File: config.mk
export PLATFORM = sky130hd
export DESIGN_NAME = uart_alu_interface
export DESIGN_NICKNAME = d
export VERILOG_FILES = /design/src/rtl/uart_alu_interface_pkg.sv /design/src/rtl/uart_alu_timeout.sv /design/src/rtl/uart_alu_interface.sv
export SDC_FILE = /design/constraint.sdc
export NUM_CORES = 1
export LEC_CHECK = 0
export BUFFER_PORTS_ARGS = -buffer_cell sky130_fd_sc_hd__buf_2
export CORE_ASPECT_RATIO = 0.7
export CORE_MARGIN = 3
export CORE_UTILIZATION = 55
export DETAILED_ROUTE_END_ITERATION = 8
export GPL_TIMING_DRIVEN = 0
export HOLD_SLACK_MARGIN = 0.05
export PLACE_DENSITY = 0.87
export SLEW_MARGIN = 0
export SYNTH_ARGS = -nofsm -noshare
export SYNTH_HDL_FRONTEND = slang
export SYNTH_SLANG_ARGS = --single-unit
File: constraint.sdc
create_clock -name i_clk -period 4.9 [get_ports i_clk]
set_input_delay 0.49 -clock i_clk [delete_from_list [all_inputs] [get_ports i_clk]]
set_output_delay 0.49 -clock i_clk [all_outputs]
set_load 0.005 [all_outputs]
File: src/rtl/uart_alu_interface_pkg.sv
// Shared definitions for the UART <-> ALU command bridge: state encoding,
// default widths and the opcodes the companion ALU understands.
package uart_alu_interface_pkg;

   localparam int DATA_SIZE_DEF = 8;
   localparam int OP_SIZE_DEF   = 6;
   localparam int STATE_W       = 3;

   localparam logic [STATE_W-1:0] ST_WAIT_A  = 3'd0;
   localparam logic [STATE_W-1:0] ST_WAIT_B  = 3'd1;
   localparam logic [STATE_W-1:0] ST_WAIT_OP = 3'd2;
   localparam logic [STATE_W-1:0] ST_EXEC    = 3'd3;
   localparam logic [STATE_W-1:0] ST_SEND    = 3'd4;
   localparam logic [STATE_W-1:0] ST_WAIT_TX = 3'd5;

   localparam logic [OP_SIZE_DEF-1:0] OP_ADD = 6'b100000;
   localparam logic [OP_SIZE_DEF-1:0] OP_SUB = 6'b100010;

   // States in which the inter-byte timeout is armed.
   function automatic logic state_times_out(input logic [STATE_W-1:0] s);
      return (s == ST_WAIT_B) || (s == ST_WAIT_OP);
   endfunction

   // States in which an incoming byte cannot be used and is discarded.
   function automatic logic state_drops_rx(input logic [STATE_W-1:0] s);
      return (s == ST_EXEC) || (s == ST_SEND) || (s == ST_WAIT_TX);
   endfunction

endpackage

File: src/rtl/uart_alu_timeout.sv
// Inter-byte watchdog: loads TIMEOUT_CYCLES-1, counts down while enabled,
// saturates at zero and flags expiry during the cycle it sits at zero.
module uart_alu_timeout #(
   parameter int TIMEOUT_CYCLES = 5000000
) (
   input  logic clk_i,
   input  logic reset_i,
   input  logic load_i,
   input  logic en_i,
   output logic expire_o
);

   localparam int CNT_W = $clog2(TIMEOUT_CYCLES);
   localparam logic [CNT_W-1:0] LOAD_VAL = CNT_W'(TIMEOUT_CYCLES - 1);

   logic [CNT_W-1:0] count_q;
   logic [CNT_W-1:0] count_d;

   always_comb begin
      count_d = count_q;
      if (load_i) begin
         count_d = LOAD_VAL;
      end else if (en_i && (count_q != '0)) begin
         count_d = count_q - CNT_W'(1);
      end
   end

   always_ff @(posedge clk_i) begin
      if (reset_i) begin
         count_q <= '0;
      end else begin
         count_q <= count_d;
      end
   end

   // A load in the same cycle means a byte arrived, which always beats expiry.
   assign expire_o = en_i && !load_i && (count_q == '0);

endmodule

File: src/rtl/uart_alu_interface.sv
// Assembles A, B, opcode from received UART bytes, drives an external
// combinational ALU, and returns the result through the UART transmitter.
module uart_alu_interface
   import uart_alu_interface_pkg::*;
#(
   parameter int DATA_SIZE      = DATA_SIZE_DEF,
   parameter int OP_SIZE        = OP_SIZE_DEF,
   parameter int TIMEOUT_CYCLES = 5000000
) (
   input  logic                 i_clk,
   input  logic                 i_reset,
   input  logic [DATA_SIZE-1:0] i_rx_data,
   input  logic                 i_rx_done,
   input  logic                 i_tx_done,
   output logic [DATA_SIZE-1:0] o_tx_data,
   output logic                 o_tx_start,
   output logic [DATA_SIZE-1:0] o_alu_a,
   output logic [DATA_SIZE-1:0] o_alu_b,
   output logic [OP_SIZE-1:0]   o_alu_op,
   input  logic [DATA_SIZE-1:0] i_alu_result,
   output logic                 o_busy,
   output logic                 o_error,
   output logic [STATE_W-1:0]   o_state
);

   logic [STATE_W-1:0]   state_q,   state_d;
   logic [DATA_SIZE-1:0] alu_a_q,   alu_a_d;
   logic [DATA_SIZE-1:0] alu_b_q,   alu_b_d;
   logic [OP_SIZE-1:0]   alu_op_q,  alu_op_d;
   logic [DATA_SIZE-1:0] tx_data_q, tx_data_d;
   logic                 error_q,   error_d;

   logic to_load;
   logic to_en;
   logic to_expire;

   // Every received byte restarts the watchdog; entry into WAIT_B/WAIT_OP
   // only ever happens on a received byte, so this also covers state entry.
   assign to_load = i_rx_done;
   assign to_en   = state_times_out(state_q) && !i_rx_done;

   uart_alu_timeout #(
      .TIMEOUT_CYCLES (TIMEOUT_CYCLES)
   ) u_timeout (
      .clk_i    (i_clk),
      .reset_i  (i_reset),
      .load_i   (to_load),
      .en_i     (to_en),
      .expire_o (to_expire)
   );

   always_ff @(posedge i_clk) begin
      if (i_reset) begin
         state_q   <= ST_WAIT_A;
         alu_a_q   <= '0;
         alu_b_q   <= '0;
         alu_op_q  <= '0;
         tx_data_q <= '0;
         error_q   <= 1'b0;
      end else begin
         state_q   <= state_d;
         alu_a_q   <= alu_a_d;
         alu_b_q   <= alu_b_d;
         alu_op_q  <= alu_op_d;
         tx_data_q <= tx_data_d;
         error_q   <= error_d;
      end
   end

   always_comb begin
      state_d   = state_q;
      alu_a_d   = alu_a_q;
      alu_b_d   = alu_b_q;
      alu_op_d  = alu_op_q;
      tx_data_d = tx_data_q;
      error_d   = state_drops_rx(state_q) && i_rx_done;
      case (state_q)
         ST_WAIT_A: begin
            if (i_rx_done) begin
               alu_a_d = i_rx_data;
               state_d = ST_WAIT_B;
            end
         end
         ST_WAIT_B: begin
            if (i_rx_done) begin
               alu_b_d = i_rx_data;
               state_d = ST_WAIT_OP;
            end else if (to_expire) begin
               state_d = ST_WAIT_A;
               error_d = 1'b1;
            end
         end
         ST_WAIT_OP: begin
            if (i_rx_done) begin
               alu_op_d = i_rx_data[OP_SIZE-1:0];
               state_d  = ST_EXEC;
            end else if (to_expire) begin
               state_d = ST_WAIT_A;
               error_d = 1'b1;
            end
         end
         // The operand registers settled last cycle, so the ALU output is valid now.
         ST_EXEC: begin
            tx_data_d = i_alu_result;
            state_d   = ST_SEND;
         end
         ST_SEND: begin
            state_d = ST_WAIT_TX;
         end
         ST_WAIT_TX: begin
            if (i_tx_done) begin
               state_d = ST_WAIT_A;
            end
         end
         default: begin
            state_d = ST_WAIT_A;
         end
      endcase
   end

   always_comb begin
      o_tx_start = (state_q == ST_SEND);
      o_busy     = (state_q != ST_WAIT_A);
   end

   assign o_tx_data = tx_data_q;
   assign o_alu_a   = alu_a_q;
   assign o_alu_b   = alu_b_q;
   assign o_alu_op  = alu_op_q;
   assign o_error   = error_q;
   assign o_state   = state_q;

endmodule

==> flow_summary_export.csv <==
group,metric,value,unit
layout,drive_gt1_share,23.0,%
synth,synth_flop_cell,"dfxtp_1",
sta,period_minus_slack,2370,ps
drt,routed_wl,6260,um
layout,num-nets-final,396,
sta,fin_crit_sh,48.5,%
placement,portBuffers,55,
cts,htreeDepth,3,
worst_hold_path,holdCritPathClass,"in -> reg",
sta,worst_pin_slew,1230,ps
power,p_sw_share,28.7,%
layout,diodes,0,
synth,synth_top_area_cell,"dfxtp_1",
setup_path,crit_type,"reg -> reg",
cts,ctsResizeCount,0,
global_route,grt-ovfl-total,0,
sta,fmax,421,MHz
drt,top_layer,"met4",
setup_path,crit_required,5110,ps
setup_path,worstSetupStartpointType,"flop",
placement,dpl.hpwl,4510,um
global_route,grt_max_degree,11,
layout,design_area,0.00308,mm2
cts,cts_inserted_buffers,9,
cts,clk_pin_slew_worst_paths,60,ps
floorplan,die_h,63.2,um
power,p_comb_share,14.2,%
synth,syn_area_per_cell,8.35,um2
global_route,antenna_found_initial,0,
drt,drt_iter0_drc,222,
synth,yosysWarnings,0,
run_status,status,"finished, final reports clean",
placement,post_dp_cell_area,0.00292,mm2
run,maxCapViolations,0,
cts,cts_tree,"done",
floorplan,rows,20,
sta,finClkSkew,9.40,ps
power,vdd_drop_max,0.289,mV
setup_path,cp-end-kind,"flop",
layout,mostFrequentLayoutCells,"57 x nand2_1, 57 x dfxtp_1, 56 x buf_2, 37 x a21oi_1, 30 x nor2_1",
floorplan,die_area,0.00555,mm2
drt,dr_wl_met3,463,um
synth,ys_types,46,
sta,fin_tns_setup,0,ps
synth,yosys-top-cells-area,"dfxtp_1 44%, nand2_1 8.3%, a21oi_1 7.2%",
floorplan,core-area,0.00443,mm2
drt,vias,2436,
synth,syn_nets,330,
floorplan,start_util,58.1,%
drt,wl_met2,2700,um
power,p_per_area,329,mW/mm2
cts,cts-root-buf,"clkbuf_8",
floorplan,die_width,87.7,um
global_route,grt_pass1_vias,2289,
power,p_sw,0.000291,W
synth,ys_seq_elements,57,
cts,clock_path_buffers,2,
placement,place_congestion,0.885,
global_route,grt.total_usage,24.7,%
cts,ctsHoldBuffers,0,
power,leakage,1.24,nW
sta,finalSetupViolCount,0,
power,pwr-share-clk,36.2,%
sta,hold_violations,0,
power,power.internal,0.000722,W
synth,synth_top_area_share,44.4,%
cts,cts_sinks,57,
global_route,grt_pass1_wl,10700,um
drt,vias_per_cell,5.61,
drt,drt-pass1-iter-count,4,
drt,drc,0,
setup_path,critPathArrivalTime,2580,ps
synth,synth_edf_count,0,
sta,slew_viol_final,0,
cts,cts_setup_buffers,0,
drt,wl_per_cell,14.4,um
synth,synth_cells,308,
setup_path,worstPathMaxFanout,10,
synth,synth_area,0.00257,mm2
layout,area_growth,19.7,%
drt,ant_nets,0,
power,pwr-share-seq,49.6,%
synth,yosysSeqAreaShare,44.4,%
drt,wl_met1,2980,um
sta,rsz0062_at_grt,"false",
sta,slew_headroom,17.2,%
synth,synthArstFlopShare,0,%
floorplan,ios,56,
cts,clock_latency,340,ps
-- cell families after synthesis --
logic type	Yosys count	share of synthesized area (%)
AO/OA/AOI/OAI	54	12.4
AND/OR/NAND/NOR	157	32.2
XOR/XNOR	12	4.09
buffers and inverters	20	3.70
flip-flops	57	44.4
multiplexers	6	2.33
adder cells (fa/ha/maj)	2	0.973
-- per-stage QoR --
step / hold slack [ps] / setup slack (ps) / power, W / instances / utilization (%)
6_report: 386 / 2530 / 0.00101 / 434 / 69.5
4_1_cts: 375 / 2550 / 0.00102 / 434 / 69.5
3_3_place_gp: 438 / 2630 / 0.000648 / 418 / 65.8
2_1_floorplan: 453 / 2850 / 0.000605 / 308 / -
5_1_grt: 376 / 2360 / 0.00106 / 434 / 69.5
3_5_place_dp: 444 / 2570 / 0.000653 / 418 / 65.8
-- state kept, by name (all words and copies together) (netlist names) --
register           count
o_error                1
o_alu_a                8
u_timeout.count_q     23
o_state                3
o_tx_data              8
o_alu_op               6
o_alu_b                8
-- cells in the mapped netlist, drive strengths merged, types with 2 or more instances --
| cell type | count |
|---|---|
| or2 | 4 |
| and2 | 3 |
| inv | 3 |
| nand3 | 2 |
| nor4b | 3 |
| buf | 7 |
| or3 | 7 |
| ha | 2 |
| xnor2 | 11 |
| nand4 | 4 |
| nor2 | 30 |
| nor2b | 3 |
| a31oi | 3 |
| and4 | 4 |
| nand2 | 57 |
| a21oi | 37 |
| nor4 | 8 |
| clkbuf | 10 |
| or4 | 3 |
| a31o | 2 |
| nor3 | 21 |
| dfxtp | 57 |
| a211oi | 8 |
| nor3b | 3 |
| mux2i | 6 |
-- critical path: stages, from the launching register on --
cell and delay [ps]:
dfxtp_1 360, inv_1 100, ha_1 210, or4b_1 510, nor4_4 420, buf_2 310
a21oi_1 110, xnor2_1 140, a21oi_1 80
-- routing by layer --
metal	GRT usage, %	vias to the layer above
met4	11.7	0
met1	33.0	1132
met3	7.19	10
li1	-	1217
met2	36.5	77
met5	0	-
-- final cells by class --
cell class | count | area, um2
tap | 55 | 68.8
sequential | 57 | 1140
clock buffer | 10 | 128
buffer | 17 | 83.8
fill | 348 | 1350
timing repair buffer | 55 | 275
multi-input combinational | 231 | 1340
clock inverter | 6 | 35.0
inverter | 3 | 11.3
-- power by group through the flow --
stage	Clock, W	Combinational, W	Sequential, W
final	0.000367	0.000144	0.000502
after global routing	0.000395	0.000160	0.000505
after CTS	0.000373	0.000142	0.000502
after detailed placement	0	0.000141	0.000512
after global placement	0	0.000138	0.000511
after floorplan	0	0.0000945	0.000510
-- worst paths after layout --
kind	from	end	slack, ps	cells after the start
worst min register to register	o_alu_a[0]$_SDFFE_PP0P_	o_alu_a[0]$_SDFFE_PP0P_	450	2
worst max-delay path	u_timeout.count_q[0]$_SDFFE_PP0P_	u_timeout.count_q[3]$_SDFFE_PP0P_	2530	8
worst min-delay path	i_alu_result[5]	o_tx_data[5]$_SDFFE_PP0N_	390	3
worst max register to register	u_timeout.count_q[0]$_SDFFE_PP0P_	u_timeout.count_q[3]$_SDFFE_PP0P_	2530	8
Note: power is estimated with default switching activity, not from simulation.
